**src/rtl/decode_queue.sv**
```systemverilog
// decode_queue
//   Multi-lane decode stage with an in-order circular queue between fetch
//   and rename/dispatch. Each cycle up to FETCH_W fetched instructions are
//   decoded in parallel. The group is cut after the first control-flow lane
//   (JAL, predicted-taken branch, JALR) or before the first invalid lane,
//   and the kept lanes are enqueued. Up to DISP_W entries are presented from
//   the queue head every cycle.
//
// Ports
//   clk, rst          clock; asynchronous active-low reset
//   flush             discard queue contents, clear redirect, return to RUN
//   in_valid/inst/pc/order/pred_taken   fetch group, lane 0 is oldest
//   in_ready          group accepted when in_valid[0] && in_ready
//   redirect_valid/pc one-cycle fetch redirect after JAL / taken branch
//   jalr_done         execute has resolved the pending JALR
//   out_*             decoded head entries, lane i = i-th entry from head
//   disp_cnt          number of head entries consumed this cycle
module decode_queue #(
  parameter int unsigned FETCH_W = 2,
  parameter int unsigned DISP_W  = 2,
  parameter int unsigned DEPTH   = 8
) (
  input  logic                          clk,
  input  logic                          rst,
  input  logic                          flush,
  input  logic [FETCH_W-1:0]            in_valid,
  input  logic [FETCH_W*32-1:0]         in_inst,
  input  logic [FETCH_W*32-1:0]         in_pc,
  input  logic [FETCH_W*64-1:0]         in_order,
  input  logic [FETCH_W-1:0]            in_pred_taken,
  output logic                          in_ready,
  output logic                          redirect_valid,
  output logic [31:0]                   redirect_pc,
  input  logic                          jalr_done,
  output logic [DISP_W-1:0]             out_valid,
  output logic [DISP_W*32-1:0]          out_pc,
  output logic [DISP_W*32-1:0]          out_inst,
  output logic [DISP_W*32-1:0]          out_imm,
  output logic [DISP_W*32-1:0]          out_next_pc,
  output logic [DISP_W*64-1:0]          out_order,
  output logic [DISP_W*5-1:0]           out_rs1,
  output logic [DISP_W*5-1:0]           out_rs2,
  output logic [DISP_W*5-1:0]           out_rd,
  output logic [DISP_W*2-1:0]           out_rs_type,
  output logic [DISP_W-1:0]             out_reg_write,
  output logic [DISP_W-1:0]             out_pred_taken,
  input  logic [$clog2(DISP_W+1)-1:0]   disp_cnt
);

  localparam int unsigned PW = $clog2(DEPTH);
  localparam int unsigned CW = $clog2(DEPTH + 1);

  localparam logic [6:0] OP_LUI    = 7'b0110111;
  localparam logic [6:0] OP_AUIPC  = 7'b0010111;
  localparam logic [6:0] OP_JAL    = 7'b1101111;
  localparam logic [6:0] OP_JALR   = 7'b1100111;
  localparam logic [6:0] OP_BRANCH = 7'b1100011;
  localparam logic [6:0] OP_LOAD   = 7'b0000011;
  localparam logic [6:0] OP_STORE  = 7'b0100011;
  localparam logic [6:0] OP_IMM    = 7'b0010011;
  localparam logic [6:0] OP_REG    = 7'b0110011;

  typedef enum logic [0:0] {RUN, JALR_WAIT} state_t;

  typedef struct packed {
    logic [31:0] pc;
    logic [31:0] inst;
    logic [31:0] imm;
    logic [31:0] next_pc;
    logic [63:0] order;
    logic [4:0]  rs1;
    logic [4:0]  rs2;
    logic [4:0]  rd;
    logic [1:0]  rs_type;
    logic        reg_write;
    logic        pred_taken;
  } entry_t;

  function automatic entry_t decode_lane(input logic [31:0] inst,
                                         input logic [31:0] pc,
                                         input logic [63:0] order,
                                         input logic        pred);
    entry_t     e;
    logic [6:0] op;
    logic       lui, auipc, jal, jalr, br, ld, st, opi, opr, known;
    op    = inst[6:0];
    lui   = (op == OP_LUI);
    auipc = (op == OP_AUIPC);
    jal   = (op == OP_JAL);
    jalr  = (op == OP_JALR);
    br    = (op == OP_BRANCH);
    ld    = (op == OP_LOAD);
    st    = (op == OP_STORE);
    opi   = (op == OP_IMM);
    opr   = (op == OP_REG);
    known = lui | auipc | jal | jalr | br | ld | st | opi | opr;

    e.pc    = pc;
    e.inst  = inst;
    e.order = order;
    e.rd    = (st | br | !known) ? '0 : inst[11:7];
    e.rs1   = (lui | auipc | jal | !known) ? '0 : inst[19:15];
    e.rs2   = (opi | ld | jalr | lui | auipc | jal | !known) ? '0 : inst[24:20];

    if (opi | ld | jalr)
      e.imm = {{20{inst[31]}}, inst[31:20]};
    else if (st)
      e.imm = {{20{inst[31]}}, inst[31:25], inst[11:7]};
    else if (br)
      e.imm = {{19{inst[31]}}, inst[31], inst[7], inst[30:25], inst[11:8], 1'b0};
    else if (lui | auipc)
      e.imm = {inst[31:12], 12'b0};
    else if (jal)
      e.imm = {{11{inst[31]}}, inst[31], inst[19:12], inst[20], inst[30:21], 1'b0};
    else
      e.imm = '0;

    e.reg_write  = opr | opi | ld | jalr | lui | auipc | jal;
    if (opr && inst[31:25] == 7'b0000001)
      e.rs_type = 2'b01;
    else if (ld | st)
      e.rs_type = 2'b10;
    else if (br | jalr)
      e.rs_type = 2'b11;
    else
      e.rs_type = 2'b00;
    e.pred_taken = br & pred;
    e.next_pc    = (jal | (br & pred)) ? pc + e.imm : pc + 32'd4;
    return e;
  endfunction

  state_t        state;
  logic [PW-1:0] head, tail;
  logic [CW-1:0] count;
  entry_t        mem [DEPTH];

  entry_t             dec [FETCH_W];
  logic [FETCH_W-1:0] lane_redir, lane_jalr;
  logic [CW-1:0]      enq_n, enq_eff;
  logic               end_redir, end_jalr, stop, accept;
  logic [31:0]        redir_tgt;

  always_comb begin
    for (int unsigned i = 0; i < FETCH_W; i++) begin
      dec[i] = decode_lane(in_inst[i*32 +: 32], in_pc[i*32 +: 32],
                           in_order[i*64 +: 64], in_pred_taken[i]);
      lane_redir[i] = (in_inst[i*32 +: 7] == OP_JAL) ||
                      ((in_inst[i*32 +: 7] == OP_BRANCH) && in_pred_taken[i]);
      lane_jalr[i]  = (in_inst[i*32 +: 7] == OP_JALR);
    end
  end

  // Walk lanes oldest-first; the first invalid lane is excluded, the first
  // control-flow lane is kept, and everything younger is dropped.
  always_comb begin
    enq_n     = '0;
    stop      = 1'b0;
    end_redir = 1'b0;
    end_jalr  = 1'b0;
    redir_tgt = '0;
    for (int unsigned i = 0; i < FETCH_W; i++) begin
      if (!stop) begin
        if (!in_valid[i]) begin
          stop = 1'b1;
        end else begin
          enq_n = CW'(i + 1);
          if (lane_redir[i]) begin
            stop      = 1'b1;
            end_redir = 1'b1;
            redir_tgt = dec[i].next_pc;
          end else if (lane_jalr[i]) begin
            stop     = 1'b1;
            end_jalr = 1'b1;
          end
        end
      end
    end
  end

  assign in_ready = (state == RUN) && !redirect_valid &&
                    ((DEPTH - 32'(count)) >= FETCH_W);
  assign accept   = in_valid[0] && in_ready && !flush;
  assign enq_eff  = accept ? enq_n : '0;

  always_ff @(posedge clk or negedge rst) begin
    if (!rst) begin
      state          <= RUN;
      head           <= '0;
      tail           <= '0;
      count          <= '0;
      redirect_valid <= 1'b0;
      redirect_pc    <= '0;
    end else if (flush) begin
      state          <= RUN;
      head           <= '0;
      tail           <= '0;
      count          <= '0;
      redirect_valid <= 1'b0;
    end else begin
      head           <= head + PW'(disp_cnt);
      tail           <= tail + PW'(enq_eff);
      count          <= count + enq_eff - CW'(disp_cnt);
      redirect_valid <= accept && end_redir;
      if (accept && end_redir)
        redirect_pc <= redir_tgt;
      case (state)
        RUN:       if (accept && end_jalr) state <= JALR_WAIT;
        JALR_WAIT: if (jalr_done) state <= RUN;
        default:   state <= RUN;
      endcase
    end
  end

  // Storage needs no reset: entries are only visible while count covers them.
  always_ff @(posedge clk) begin
    for (int unsigned i = 0; i < FETCH_W; i++)
      if (i < 32'(enq_eff))
        mem[tail + PW'(i)] <= dec[i];
  end

  always_comb begin
    entry_t e;
    for (int unsigned i = 0; i < DISP_W; i++) begin
      e = mem[head + PW'(i)];
      out_valid[i]          = (32'(count) > i);
      out_pc[i*32 +: 32]    = e.pc;
      out_inst[i*32 +: 32]  = e.inst;
      out_imm[i*32 +: 32]   = e.imm;
      out_next_pc[i*32 +: 32] = e.next_pc;
      out_order[i*64 +: 64] = e.order;
      out_rs1[i*5 +: 5]     = e.rs1;
      out_rs2[i*5 +: 5]     = e.rs2;
      out_rd[i*5 +: 5]      = e.rd;
      out_rs_type[i*2 +: 2] = e.rs_type;
      out_reg_write[i]      = e.reg_write;
      out_pred_taken[i]     = e.pred_taken;
    end
  end

  a_disp_cnt_legal: assert property (@(posedge clk) disable iff (!rst)
    32'(disp_cnt) <= ((32'(count) < DISP_W) ? 32'(count) : DISP_W));

endmodule
```
**config.mk**
```make
export PLATFORM = sky130hd
export DESIGN_NAME = decode_queue
export DESIGN_NICKNAME = d
export VERILOG_FILES = /design/src/rtl/decode_queue.sv
export SDC_FILE = /design/constraint.sdc
export NUM_CORES = 2
export LEC_CHECK = 0
export CAP_MARGIN = 40
export CORE_ASPECT_RATIO = 0.6
export CORE_MARGIN = 2
export CORE_UTILIZATION = 55
export CTS_BUF_LIST = sky130_fd_sc_hd__clkbuf_4 sky130_fd_sc_hd__clkbuf_8 sky130_fd_sc_hd__clkbuf_16
export CTS_CLUSTER_DIAMETER = 60
export CTS_CLUSTER_SIZE = 10
export DETAILED_ROUTE_END_ITERATION = 10
export DONT_BUFFER_PORTS = 1
export PLACE_DENSITY = 0.75
export SETUP_SLACK_MARGIN = 0.1
export SLEW_MARGIN = 20
export SYNTH_ARGS = -nofsm -noshare
export SYNTH_HDL_FRONTEND = slang
export SYNTH_SLANG_ARGS = --single-unit
```
**constraint.sdc**
```tcl
create_clock -name clk -period 38.2 [get_ports clk]
set_input_delay 7.64 -clock clk [delete_from_list [all_inputs] [get_ports clk]]
set_output_delay 7.64 -clock clk [all_outputs]
set_load 0.005 [all_outputs]
```
After elaboration in Yosys (flattened, before gate mapping) --
Memory sizes are Yosys's and may differ from the RTL's. Cells that the tools add are included.
Operators by class: $add $sub $neg 11, $lt $le $gt $ge 5, equal/unequal tests 20, muxes and demuxes 59, bitwise logic cells 56, reductions and logical operators 17
Operator list (number):
- two-way mux 32 bit | 17
- adder 32 x 3 -> 32 bit (second input constant) | 2
- adder 32 bit | 2
- OR 1 bit | 52
- == test 7 x 6 -> 1 bit (second input constant) | 6
- == test 7 bit (second input constant) | 6
- >= comparator 32 x 2 -> 1 bit (second input constant) | 1
- two-way mux 5 bit | 6
- == test 7 x 5 -> 1 bit (second input constant) | 4
- two-way mux 1 bit | 23
- two-way mux 4 bit | 4
- == test 7 x 1 -> 1 bit (second input constant) | 2
- == test 7 x 2 -> 1 bit (second input constant) | 2
- two-way mux 2 bit | 6
- logical AND 1 bit | 10
- > comparator 4 x 1 -> 1 bit (second input constant) | 2
- less-than comparator 1 x 4 -> 1 bit (first input constant) | 2
- adder 3 x 1 -> 3 bit (second input constant) | 2
- two-way mux 3 bit | 2
- subtractor 4 x 4 -> 5 bit (first input constant) | 1
- adder 4 bit | 1
- zero test 1 bit | 4
- subtractor 4 x 2 -> 4 bit | 1
- adder 3 x 2 -> 3 bit | 1
- other kinds (6) | 9
Word-level totals: register bits 44, memory bits (writable) 1688, input bits 266, output and inout port bits 458, word-level logic and storage cells 175, memories kept 1
Memories:
- mem | words 8, bits a word 211, rd ports 2, clocked after memory_dff 0, write ports 2, line 135 | entry_t mem [DEPTH];

Longest topological paths before layout --
depth in word-level cells 13, mapped depth 21, mapped depth without buffers 17

Worst setup path after synthesis --
No wires, ideal clock.
path kind input to register, start point input port flush, end point memory mem[0][0] (netlist name) (enable), setup time 1351 ps, arrival 29294 ps, data required time 36849 ps, setup slack 7555 ps, stages on the path 3, path buffers 1, cell sequence or3b_2 -> buf_1 -> o41ai_1
RTL lines:
- start: declaration | line 25 | input logic flush,
- end: declaration | line 135

==> metrics.md <==
| Metric | Value |
|---|---|
| Post-synth net total | 9,813 |
| Worst Tran Pin Value | 1131 ps |
| Multiplexer share of the synthesized area | 23.40% |
| GP Congestion | 0.9974 |
| Synth Instances | 9,459 |
| Slew margin rel. | 24.57% |
| Critical Path Fanout Max | 46 |
| Clock Latency Late Sink | 890 ps |
| Final setup viols | 0 |
| CTS root buffer | clkbuf_16 |
| Final-layout fill cell count | 14.62k |
| DRT iter0 DRCs | 14.20k |
| Clock-pin slew on the worst setup and hold paths | 60 ps |
| Wire per inst | 34.23 um |
| Xor/xnor cell area share of the yosys netlist | 0.8863% |
| Area growth syn-to-layout | 7.508% |
| Worst setup EP type | flip-flop |
| Cts hold-fix bufs | 0 |
| Drt first pass iters | 9 |
| Arrival @ worst endpoint | 13,700 ps |
| IO buf count | 0 |
| Vias | 81.34k |
| Mapped cell area | 104,700 um^2 |
| Layout cells sized above 1 | 20.34% |
| Pwr dens | 46.08 nW/um^2 |
| Clk buf depth | 4 |
| Sequential share of the synthesized area | 49.44% |
| Syn avg cell area | 11.07 um^2 |
| Post-DP HPWL | 250,100 um |
| Synth Area in Adders | 1.094% |
| Ys async rst share | 2.540% |
| Final Worst Setup Slack | 24,970 ps |
| CTS buffer count | 202 |
| DIE AREA | 194,100 um^2 |
| Final setup skew | 74.18 ps |
| Via-to-Cell Ratio | 7.051 |
| Place WS | 24,370 ps |
| Final WL | 394,900 um |
| Nets | 9,303 |
| Top FF cell, synth | edfxtp_1 |
| TritonCTS clock tree | yes |
| Fin. max-slew vios | 0 |
| Post-Synth Simple-Gate Area | 15.30% |
| Period utilisation layout | 34.64% |
| Critical path class | primary input to flip-flop |
| Compound-Gate Fraction of Synth Area | 5.726% |
| Vias in the first global route | 77.92k |
| Maxcap violations | 0 |
| DRC Markers | 0 |
| Cell variety after synth | 90 |
| First-pass GRT wire length | 558,200 um |
| FMAX | 0.07557 GHz |
| Final hold vios | 0 |
| Antenna violations before repair | 13 |
| Reg area | 51,800 um^2 |
| Post-route ant nets | 0 |
| H-tree lvl count | 4 |
| Total grt overflow | 0 |
| Required time of the critical path | 38,660 ps |
| IR drop worst, VDD | 41.25 uV |
| Pleak | 41.22 nW |
| RSZ-0062 raised after global routing | no |
| Postcts setup bufs | 0 |
| Vert. Die Dim | 342.0 um |
| CTS sink count | 1,732 |
| Worst setup SP type | primary input |
| Fin util | 59.30% |
| EDFF count, synth | 1,688 |
| All-Layer GR Usage | 39.93% |
| Hold Path Class | flip-flop to flip-flop |
| Setup TNS | 0 ps |
| Die width | 567.4 um |
| Yosys reg bits | 1,732 |
| Post-CTS sizing | 0 |
| Largest net degree at the start of global routing | 136 |
| Status | finished clean |
| Largest family of logic cells by synthesized area | multiplexers |
| Final min period | 13,230 ps |
| FP Rows | 124 |
| Core ar. | 189,900 um^2 |
| Synth warnings | 0 |
| I/O pin cnt | 724 |
| Multi-input logic area | 48,930 um^2 |
| Initial core utilization | 55.16% |
kinds of logic after synthesis:
family	Yosys count
adder cells (fa/ha/maj)	88
flip-flops	1732
XOR/XNOR	106
AND/OR/NAND/NOR	4108
multiplexers	1341
buffers and inverters	1013
AO/OA/AOI/OAI	1071
per-layer routing:
metal  track usage [%]  wire [um]  share of wire (%)  up-vias
li1                  -          -                  -    32840
met1             52.99     133200                 34    39380
met2             56.31     165100                 42     7717
met3             16.90      72290                 18     1384
met4             20.15      24180                6.1       16
met5                 0        106              0.027        -
area by class of cell:
cell class	instances	area share (%)
Sequential cell	1732	46.00
Multi-Input combinational cell	6714	43.45
Clock buffer	244	4.821
Tap cell	2520	2.800
Timing Repair Buffer	234	2.544
Inverter	65	0.2189
Clock inverter	14	0.1400
Antenna cell	13	0.02889
critical path: stages:
cell and delay, ps:
and2b_1 180, nand4_1 400, o211a_1 300, buf_4 230, nand2_4 140, nor2_1 440
nand3_2 640, o31ai_4 440, buf_4 680, buf_4 770, buf_4 760, buf_4 870
power breakdown:
group | total [mW] | switching [mW] | internal (mW) | leakage, nW
Combinational | 1.21 | 0.697 | 0.508 | 22.5
Sequential | 2.22 | 0.0414 | 2.18 | 15.9
Clock | 1.77 | 0.773 | 0.992 | 2.78
Total | 5.19 | 1.51 | 3.68 | 41.2
path summary, 6_finish.rpt:
kind	from	endpoint	slack [ps]	cells after the start
worst max-delay path	in_inst[4]	mem[2][86]$_DFFE_PP_	24970	12
worst min-delay path	state$_DFF_PN0_	state$_DFF_PN0_	580	2
worst max register to register	count[1]$_DFF_PN0_	mem[2][86]$_DFFE_PP_	30920	14
worst min register to register	state$_DFF_PN0_	state$_DFF_PN0_	580	2
max in group asynchronous	rst	redirect_pc[5]$_DFFE_PN0P_	31540	0
min in group asynchronous	rst	count[3]$_DFF_PN0_	6510	0
cells in the final DEF, fill, tap and decap left out, types with 13 or more instances in the layout:
cell / instances
a21o_1: 51
a21oi_1: 371
a22oi_1: 17
a31oi_1: 13
and2_1: 30
and3_1: 19
buf_12: 29
buf_16: 37
buf_4: 159
clkbuf_16: 205
clkbuf_4: 41
dfrtp_1: 41
diode_2: 13
edfxtp_1: 1688
ha_1: 81
inv_1: 64
mux2_2: 423
mux2i_1: 74
mux4_2: 844
nand2_1: 3517
nand3_1: 52
nand4_1: 20
nor2_1: 353
nor3_1: 20
o21a_1: 17
o21ai_0: 429
o21ai_1: 50
o22ai_1: 15
xnor2_1: 59
xor2_1: 46
state kept, by name (all words and copies together) (netlist names):
signal,flops
state,1
count,4
mem,1688
redirect_valid,1
tail,3
head,3
redirect_pc,32
cell usage after synthesis, types with 7 or more instances:
master	number	share of area, %
inv_1	64	0.23
mux2_2	423	4.5
a211oi_1	9	0.064
or3_1	13	0.078
o21a_1	17	0.12
o21ai_1	51	0.24
a211o_1	9	0.075
nand2_1	3519	13
o22ai_1	15	0.090
nor2_1	355	1.3
o21bai_1	7	0.050
a31oi_1	13	0.078
a22o_1	7	0.059
clkbuf_1	533	1.9
a21o_1	51	0.37
clkbuf_2	15	0.072
xor2_1	47	0.39
nand4_1	20	0.12
ha_1	82	0.98
buf_2	198	0.95
or2_2	8	0.048
dfrtp_1	44	1.1
nand2b_1	10	0.060
and3_1	19	0.11
nand3_1	54	0.26
edfxtp_1	1688	48
nor3_1	24	0.11
o21ai_0	432	2.1
a22oi_1	17	0.12
o211ai_1	7	0.050
buf_1	151	0.54
mux2i_1	74	0.71
o31ai_1	11	0.079
a21oi_1	371	1.8
nor2b_1	10	0.060
buf_4	36	0.26
clkbuf_8	9	0.12
and2_1	30	0.18
mux4_2	844	18
xnor2_1	59	0.49
through the flow:
step / cells / hold WS (ps) / total power [mW] / instance area, um^2
2_1_floorplan: 9459 / 473.0 / 3.110 / 104700
3_3_place_gp: 11190 / 542.0 / 3.376 / 105500
3_5_place_dp: 11230 / 533.3 / 3.421 / 106400
4_1_cts: 11490 / 561.6 / 5.149 / 112000
5_1_grt: 11520 / 618.3 / 5.302 / 112600
6_report: 11540 / 575.7 / 5.190 / 112600
Note: power is estimated with default switching activity, not from simulation.
